--- src/rtl/uart_pkg.sv ---
// uart_pkg: shared UART definitions (frame shape, line levels, FSM state
// encoding, parity helper). Used by uart_tx and intended for the receiver.
// Optional build macro: UART_TX_BREAK_EN adds the BREAK state encoding.
package uart_pkg;

  localparam int OVERSAMPLE_DEF = 16;
  localparam int FRAME_BITS     = 11;
  localparam logic IDLE_LEVEL   = 1'b1;

  typedef enum logic [2:0] {
    IDLE,
    START,
    DATA,
    PARITY,
`ifdef UART_TX_BREAK_EN
    STOP,
    BREAK
`else
    STOP
`endif
  } uartState_e;

  // Even parity: the parity bit makes the total count of ones even.
  function automatic logic evenParity(input logic [7:0] data);
    return ^data;
  endfunction

endpackage

--- src/rtl/uart_bit_timer.sv ---
// uart_bit_timer: 4-bit sample counter; BitEnd marks the last sample of
// every OVERSAMPLE-cycle bit period. Held at zero while Enable is low.
module uart_bit_timer #(
  parameter int OVERSAMPLE = 16
) (
  input  logic       SampleClk,
  input  logic       Reset,
  input  logic       Enable,
  output logic [3:0] SampleCnt,
  output logic       BitEnd
);

  localparam logic [3:0] LAST_CNT = 4'(OVERSAMPLE - 1);

  // Depends only on the register, so the FSM may use it to build Enable.
  assign BitEnd = (SampleCnt == LAST_CNT);

  // Count samples within a bit period, wrapping at the period boundary.
  always_ff @(posedge SampleClk or negedge Reset) begin
    if (!Reset)
      SampleCnt <= '0;
    else if (!Enable || BitEnd)
      SampleCnt <= '0;
    else
      SampleCnt <= SampleCnt + 4'd1;
  end

endmodule

--- src/rtl/uart_tx.sv ---
// uart_tx: 16x-oversampled UART transmitter; frame = start, 8 data bits
// LSB first, even parity, STOP_BITS stop bits. All outputs registered
// except TxReady.
// Optional build macro: UART_TX_BREAK_EN adds TxBreak and the BREAK state.
//
// state  | meaning
// IDLE   | line high, ready for a byte (or a break request)
// START  | start bit, line low
// DATA   | data bits, shift register LSB on the line
// PARITY | even-parity bit
// STOP   | stop bit(s), TxDone on the very last cycle
// BREAK  | line held low while TxBreak, then one high bit period
module uart_tx
  import uart_pkg::*;
#(
  parameter int OVERSAMPLE = OVERSAMPLE_DEF,
  parameter int DATA_BITS  = 8,
  parameter int STOP_BITS  = 1
) (
  input  logic       SampleClk,
  input  logic       Reset,
  input  logic [7:0] TxData,
  input  logic       TxValid,
`ifdef UART_TX_BREAK_EN
  input  logic       TxBreak,
`endif
  output logic       TxReady,
  output logic       SerialOut,
  output logic       TxBusy,
  output logic       TxDone
);

  if (DATA_BITS != 8 || OVERSAMPLE < 2 || OVERSAMPLE > 16 ||
      STOP_BITS < 1 || STOP_BITS > 2) begin : gBadParam
    $error("uart_tx: illegal parameter combination");
  end

  localparam logic [3:0] DATA_LAST = 4'(DATA_BITS - 1);
  localparam logic [3:0] STOP_LAST = 4'(STOP_BITS - 1);
  localparam logic [3:0] DONE_CNT  = 4'(OVERSAMPLE - 2);

  uartState_e state;
  logic [7:0] shiftReg;
  logic       parityBit;
  logic [3:0] bitIdx;
  logic [3:0] sampleCnt;
  logic       bitEnd;
  logic       timerEn;

  assign TxReady = (state == IDLE) && Reset;

`ifdef UART_TX_BREAK_EN
  logic breakHold;
  logic breakMinMet;
  logic breakRestart;

  // Minimum break length is reached on the edge ending the 11th bit period.
  assign breakMinMet  = (bitIdx == 4'(FRAME_BITS)) ||
                        ((bitIdx == 4'(FRAME_BITS - 1)) && bitEnd);
  // Restarting the timer on release makes the trailing high period a full bit.
  assign breakRestart = (state == BREAK) && !breakHold && !TxBreak && breakMinMet;
  assign timerEn      = (state != IDLE) && !breakRestart;
`else
  assign timerEn      = (state != IDLE);
`endif

  uart_bit_timer #(.OVERSAMPLE(OVERSAMPLE)) uBitTimer (
    .SampleClk (SampleClk),
    .Reset     (Reset),
    .Enable    (timerEn),
    .SampleCnt (sampleCnt),
    .BitEnd    (bitEnd)
  );

  // Frame sequencer with registered line, busy and done outputs.
  always_ff @(posedge SampleClk or negedge Reset) begin
    if (!Reset) begin
      state     <= IDLE;
      SerialOut <= IDLE_LEVEL;
      TxBusy    <= 1'b0;
      TxDone    <= 1'b0;
      shiftReg  <= '0;
      parityBit <= 1'b0;
      bitIdx    <= '0;
`ifdef UART_TX_BREAK_EN
      breakHold <= 1'b0;
`endif
    end else begin
      TxDone <= 1'b0;
      case (state)
        IDLE: begin
          SerialOut <= IDLE_LEVEL;
          TxBusy    <= 1'b0;
          bitIdx    <= '0;
`ifdef UART_TX_BREAK_EN
          if (TxBreak) begin
            state     <= BREAK;
            SerialOut <= 1'b0;
            TxBusy    <= 1'b1;
            breakHold <= 1'b0;
          end else
`endif
          if (TxValid && TxReady) begin
            shiftReg  <= TxData;
            parityBit <= evenParity(TxData);
            state     <= START;
            SerialOut <= 1'b0;
            TxBusy    <= 1'b1;
          end
        end
        START: begin
          if (bitEnd) begin
            state     <= DATA;
            SerialOut <= shiftReg[0];
            bitIdx    <= '0;
          end
        end
        DATA: begin
          if (bitEnd) begin
            if (bitIdx == DATA_LAST) begin
              state     <= PARITY;
              SerialOut <= parityBit;
              bitIdx    <= '0;
            end else begin
              shiftReg  <= {1'b0, shiftReg[7:1]};
              SerialOut <= shiftReg[1];
              bitIdx    <= bitIdx + 4'd1;
            end
          end
        end
        PARITY: begin
          if (bitEnd) begin
            state     <= STOP;
            SerialOut <= 1'b1;
            bitIdx    <= '0;
          end
        end
        STOP: begin
          if (bitIdx == STOP_LAST && sampleCnt == DONE_CNT)
            TxDone <= 1'b1;
          if (bitEnd) begin
            if (bitIdx == STOP_LAST) begin
              state  <= IDLE;
              TxBusy <= 1'b0;
            end else begin
              bitIdx <= bitIdx + 4'd1;
            end
          end
        end
`ifdef UART_TX_BREAK_EN
        BREAK: begin
          if (!breakHold) begin
            if (bitEnd && bitIdx != 4'(FRAME_BITS))
              bitIdx <= bitIdx + 4'd1;
            if (!TxBreak && breakMinMet) begin
              breakHold <= 1'b1;
              SerialOut <= 1'b1;
            end
          end else if (bitEnd) begin
            state     <= IDLE;
            TxBusy    <= 1'b0;
            breakHold <= 1'b0;
          end
        end
`endif
        default: begin
          state     <= IDLE;
          SerialOut <= IDLE_LEVEL;
          TxBusy    <= 1'b0;
        end
      endcase
    end
  end

endmodule

--- config.mk ---
export PLATFORM = sky130hd
export DESIGN_NAME = uart_tx
export DESIGN_NICKNAME = d
export VERILOG_FILES = /design/src/rtl/uart_pkg.sv /design/src/rtl/uart_bit_timer.sv /design/src/rtl/uart_tx.sv
export SDC_FILE = /design/constraint.sdc
export NUM_CORES = 1
export LEC_CHECK = 0
export ABC_AREA = 1
export BUFFER_PORTS_ARGS = -buffer_cell sky130_fd_sc_hd__buf_2
export CAP_MARGIN = 40
export CORE_ASPECT_RATIO = 0.5
export CORE_MARGIN = 4
export CORE_UTILIZATION = 29
export CTS_BUF_LIST = sky130_fd_sc_hd__clkbuf_4 sky130_fd_sc_hd__clkbuf_8 sky130_fd_sc_hd__clkbuf_16
export CTS_CLUSTER_DIAMETER = 120
export DETAILED_ROUTE_END_ITERATION = 16
export PLACE_DENSITY = 0.55
export SYNTH_ARGS = -nofsm -noshare
export SYNTH_HDL_FRONTEND = slang
export SYNTH_HIERARCHICAL = 1
export SYNTH_SLANG_ARGS = --single-unit
--- constraint.sdc ---
create_clock -name SampleClk -period 1.8 [get_ports SampleClk]
set_input_delay 0.18 -clock SampleClk [delete_from_list [all_inputs] [get_ports SampleClk]]
set_output_delay 0.18 -clock SampleClk [all_outputs]
set_load 0.02 [all_outputs]
==> results.json, run 1 <==
{
  "drive_above_1_share_pct": 16.2,
  "grt_pass1_vias": 1237,
  "seq_power_share_pct": 35.5,
  "cts_buffers": 3,
  "finalWirelength_um": 2920,
  "cp.arrival_ns": 1.78,
  "fin_cells": 299,
  "tightest_slew_ns": 0.332,
  "yosysSeqAreaShare_pct": 39.1,
  "grt_overflow": 0,
  "utilization_pct": 34.3,
  "cp_max_fo": 6,
  "num_vias": 1265,
  "fmax_ghz": 0.614,
  "internal-power_mw": 1.40,
  "yosysTopAreaCellShare_pct": 37.3,
  "p_total_mw": 2.65,
  "place_congestion": 0.795,
  "worst_skew_pair.late_latency_ns": 0.27,
  "syn-num-nets": 224,
  "required_ns": 1.95,
  "area_delta_synth_final_pct": 14.2,
  "drt_pass1_iterations": 4,
  "track_usage_pct": 10.1,
  "finalHoldViolations": 0,
  "total_leakage_power_nw": 0.915,
  "ir_worst_vdd_uv": 397,
  "final-seq-area_um2": 577,
  "yosysTopAreaCell": "dfrtp_1",
  "synth_warnings": 6,
  "p_per_area_nw_per_um2": 1570,
  "viasPerCell": 4.23,
  "slew_headroom_pct": 77.9,
  "r2r-end": "bitIdx[1]",
  "max_cap_viol_count": 0,
  "grt_max_degree": 17,
  "p_comb_share_pct": 51.4,
  "drt_iter0_drc": 53,
  "core_area_um2": 4910,
  "initial_core_util_pct": 30.0,
  "startpoint": "uBitTimer/SampleCnt[0]",
  "die_w_um": 109,
  "timing.setup.tns_ns": 0,
  "final_antenna_net_count": 0,
  "die_area_um2": 6360,
  "slew_viol_final": 0,
  "ys_ff_latch": 23,
  "period_share_pct": 90.5,
  "multiInputGateArea_um2": 763,
  "r2r_start": "uBitTimer/SampleCnt[0]",
  "cts_buffer_depth": 2,
  "yosys-top-cells-area": "dfrtp_1 (37%), nand2_1 (21%), inv_1 (6.9%)",
  "worst_slack_ns": 0.172,
  "cts_tree": "yes",
  "syn_inst": 210,
  "avgSynthCellArea_um2": 7.02,
  "fill_cells": 550,
  "cts_num_sinks": 23,
  "placed_cells": 293,
  "wl_per_cell_um": 9.76,
  "drc": 0,
  "antenna_found_initial": 0,
  "finalCriticalPeriod_ns": 1.63,
  "cts-htree-levels": 1,
  "switching_power_mw": 1.24,
  "dpl.hpwl_um": 2310,
  "io_pins": 15,
  "regToRegSetupSlack_ns": 0.17,
  "hp-class": "primary input to flop",
  "postCtsResizedCells": 0,
  "status": "completed",
  "critical_path.startpoint_type": "flop",
  "synthesis.area_um2": 1480,
  "port_buffers": 14,
  "reg2reg_depth": 10,
  "final_nets": 244,
  "root_buffer": "clkbuf_8",
  "crit_type": "flop to flop",
  "cp-end-kind": "flop",
  "swShare_pct": 47.0,
  "dieHeight_um": 58.4,
  "grt_pass1_wl_um": 5220,
  "fin_skew_ns": 0.00546,
  "holdPathEnd": "shiftReg[7]",
  "power_frac_clock_pct": 13.0,
  "dp_slack_ns": 0.175,
  "holdPathStages": 3,
  "antenna_cells": 0,
  "worstHoldStart": "TxData[7]",
  "num_rows": 18,
  "path_clk_slew_ns": 0.09,
  "synth.distinct_cells": 24,
  "setup_viol": 0
}
==> kinds of logic (layout without fill, tap and decap cells) <==
group           after synthesis  in the layout  share of synthesized area, %
fa+ha+maj                     3              3                          2.54
buf+inv                      32             51                          9.16
flops                        23             23                          39.1
simple gates                125            125                          36.7
compound gates               24             24                          10.7
xor+xnor                      3              3                          1.78
==> worst max-delay path, stage by stage (launching register included) <==
cell and delay, ns:
dfrtp_1 0.42, ha_1 0.21, nand2_1 0.09, nor2_1 0.16
inv_1 0.07, nand3_1 0.12, nand2_2 0.10, nor2_4 0.18
inv_2 0.07, nand2_1 0.06, nand2_1 0.06
==> per-stage QoR <==
stage	area [um^2]	hold slack, ns
floorplan	1480	-0.116
global placement	1620	0.0976
detailed placement	1620	0.102
CTS	1680	0.200
global route	1680	0.228
finish	1680	0.207
==> power groups by stage <==
| stage | combinational, mW | sequential, mW | clock [mW] |
|---|---|---|---|
| 2_1_floorplan | 1.15 | 0.930 | 0 |
| 3_3_place_gp | 1.34 | 0.939 | 0 |
| 3_5_place_dp | 1.36 | 0.952 | 0 |
| 4_1_cts | 1.36 | 0.941 | 0.355 |
| 5_1_grt | 1.59 | 0.977 | 0.375 |
| 6_report | 1.36 | 0.940 | 0.345 |
==> what timing repair did <==
action	CTS	global route
hold buffers	1	0
setup endpoints to repair	0	2
setup buffers	0	1
endpoints found under the hold margin	10	0
==> worst max-delay path by stage <==
stage          cells after the start        end  slack [ns]
2_1_floorplan                      7  parityBit        0.35
3_3_place_gp                      10   state[1]        0.29
3_5_place_dp                      10  bitIdx[1]        0.17
4_1_cts                           10  bitIdx[1]        0.17
5_1_grt                           10   state[1]     -0.0005
6_report                          10  bitIdx[1]        0.17
==> state kept, by name, indices dropped and copies added, names as in the netlist <==
name,count
shiftReg,8
bitIdx,4
uBitTimer/SampleCnt,4
state,3
SerialOut,1
TxBusy,1
TxDone,1
parityBit,1
==> placed cells by master (no fill, tap or decap), types with 2 or more instances in the layout <==
cell type,synthesis,routed
nand2_2,2,2
o21a_1,6,6
o21ai_2,3,3
nand2_1,81,81
nor2_1,17,17
buf_2,0,14
a21oi_1,4,4
buf_4,1,2
nor2_2,2,2
inv_1,27,27
nor2_4,2,2
nand2_4,3,3
xnor2_1,2,2
o21ai_0,3,3
inv_2,3,3
clkbuf_8,0,3
dfrtp_1,22,22
o21ai_1,7,7
ha_1,3,3
nand3_1,16,16
==> layout make-up <==
type	count	share of cell area, %
multi-input combinational	155	45.3
inverter	30	6.69
tap	70	5.20
clock buffer	4	2.90
sequential	23	34.2
timing repair buffer	17	5.65
==> synth_stat cells, drive strengths merged <==
library cell	number
dfrtp	22
buf	2
o21ai	13
nand4	1
inv	30
nor4	1
ha	3
nand2	86
a21oi	5
xor2	1
nor2	21
dfstp	1
o21a	6
nand3	16
xnor2	2
==> layer usage <==
metal | wire [um] | up-vias | part of all wire [%] | global-route usage [%]
li1 | - | 689 | - | -
met1 | 1430 | 565 | 49 | 12.8
met2 | 1380 | 9 | 47 | 17.4
met3 | 90 | 2 | 3.1 | 3.18
met4 | 23 | 0 | 0.79 | 1.62
met5 | 0 | - | 0 | 0
(Power assumes the default switching activity.)
==> inputs of run 2 (changes only) <==
- SETUP_SLACK_MARGIN: unset -> 0.5
==> run 2 against run 1 <==
  * Flip-flop and latch count did not move
  * Worst hold slack about the same
  * Global-route usage up 1.4 points
  * Fmax rose by 15%
  * Utilization grew 6.2 points
  * Sequential power decreased by 2.3%
  * Cell area increased by 18%
  * Clock power is 1% lower
  * Critical path type unchanged
  * Critical endpoint is now shiftReg[6]
  * Largest power group unchanged
==> results.json, run 2 (same netlist as run 1, synthesis figures left out) <==
{
  "status": "completed",
  "cts-htree-levels": 1,
  "drc": 0,
  "final-seq-area_um2": 581,
  "placed_cells": 293,
  "path_clk_slew_ns": 0.08,
  "reg_top3": "shiftReg x8, bitIdx x4, uBitTimer/SampleCnt x4",
  "place_congestion": 0.792,
  "cts_tree": "yes",
  "p_per_area_nw_per_um2": 1680,
  "largest_register": "shiftReg",
  "cp-end-kind": "flop",
  "worst_skew_pair.late_latency_ns": 0.27,
  "dieHeight_um": 58.4,
  "final_cell_mix": "nand2_1 (73), inv_1 (25), dfrtp_1 (19)",
  "dpl.hpwl_um": 2250,
  "total_leakage_power_nw": 1.01,
  "root_buffer": "clkbuf_8",
  "multiInputGateArea_um2": 917,
  "cts_buffers": 3,
  "fmax_ghz": 0.708,
  "setup_viol": 0,
  "ir_worst_vdd_uv": 461,
  "slew_viol_final": 0,
  "crit_type": "flop to flop",
  "drt_iter0_drc": 82,
  "fin_cells": 317,
  "finalHoldViolations": 0,
  "port_buffers": 14,
  "finalCriticalPeriod_ns": 1.41,
  "num_vias": 1413,
  "period_share_pct": 78.5,
  "slew_headroom_pct": 67.6,
  "cts_num_sinks": 23,
  "core_area_um2": 4910,
  "tightest_slew_ns": 0.485,
  "viasPerCell": 4.46,
  "antenna_cells": 0,
  "critical_path.startpoint_type": "flop",
  "slowest_delay_ns": 0.36,
  "die_w_um": 109,
  "antenna_found_initial": 0,
  "hp-class": "primary input to flop",
  "num_rows": 18,
  "area_delta_synth_final_pct": 34.8,
  "required_ns": 1.96,
  "initial_core_util_pct": 30.0,
  "cp_max_fo": 8,
  "timing.setup.tns_ns": 0,
  "drive_above_1_share_pct": 34.0,
  "fill_cells": 527,
  "max_cap_viol_count": 0,
  "drt_pass1_iterations": 5,
  "grt_overflow": 0,
  "cts_buffer_depth": 2,
  "die_area_um2": 6360,
  "io_pins": 15,
  "final_antenna_net_count": 0,
  "rsz0062_at_grt": "true",
  "largest_reg_flops": 8,
  "wl_per_cell_um": 11.0,
  "final_nets": 262,
  "worstPathCellList": "ha_2 > nand2_2 > nor2_4 > buf_4 > nand3_2 > nand2_4 > nand2_8 > nand2_1 > o21ai_2",
  "track_usage_pct": 11.5,
  "grt_pass1_wl_um": 5760,
  "cp_slowest_cell": "dfrtp_1",
  "fin_skew_ns": 0.00241,
  "grt_pass1_vias": 1330,
  "grt_max_degree": 14,
  "layout_commonest_cell": "nand2_1",
  "cp.arrival_ns": 1.58,
  "finalWirelength_um": 3500
}
==> run 2: worst max-delay path: cells and delay by family (launching register included) <==
| family | cells | cell delay, ns |
|---|---|---|
| adder cells (fa/ha/maj) | 1 | 0.19 |
| flip-flops | 1 | 0.36 |
| buffers and inverters | 1 | 0.12 |
| AND/OR/NAND/NOR | 6 | 0.58 |
| AO/OA/AOI/OAI | 1 | 0.05 |
==> run 2: layout make-up <==
class                   count  share of cell area [%]
clock buffers               4                    2.45
inverters                  30                    6.04
multi-input cells         156                    46.1
flip-flops and latches     23                    29.2
well taps                  70                    4.41
repair buffers             33                    11.5
repair inverters            1                   0.315
==> run 2: what timing repair did <==
action | 4_1_cts | 5_1_grt
hold buffers | 2 | 0
endpoints found under the hold margin | 10 | 0
setup buffers | 11 | 5
setup endpoints to repair | 18 | 18
gates cloned | 1 | 1
gates resized for setup | 23 | 17
pin swaps | 8 | 6
==> run 2: power by group <==
part           internal [mW]  switching, mW
Sequential             0.745          0.173
Clock                  0.173          0.167
Combinational          0.818           1.26
==> run 2: metal layers <==
layer  routed length [um]  vias to the layer above  GRT usage (%)
met4                   48                        0           4.14
met2                 1690                       15           18.8
met5                    0                        -              0
met1                 1650                      664           14.7
met3                  111                        4           3.18
li1                     -                      730              -
==> run 2: final timing paths <==
| path | startpoint | slack [ns] | cells after the start | end |
|---|---|---|---|---|
| hold / removal | TxData[7] | 0.21 | 3 | shiftReg[7] |
| min in group asynchronous | Reset | 0.48 | 2 | TxBusy |
| setup reg to reg | uBitTimer/SampleCnt[1] | 0.39 | 9 | shiftReg[6] |
| max in group asynchronous | Reset | 0.97 | 2 | state[2] |
| setup / recovery | uBitTimer/SampleCnt[1] | 0.39 | 9 | shiftReg[6] |
| hold reg to reg | SerialOut | 0.47 | 2 | SerialOut |
==> run 2: per-stage QoR <==
stage	instance area, um^2	utilization [%]	total power, mW	hold slack [ns]	worst slack (ns)
after global routing	1990	40.5	3.63	0.206	0.310
final	1990	40.5	3.33	0.207	0.387
after CTS	1870	38.0	3.05	0.206	0.413
after detailed placement	1640	33.5	2.36	0.103	0.285
after global placement	1640	33.5	2.33	0.0968	0.344
after floorplan	1500	-	2.13	-0.116	0.427
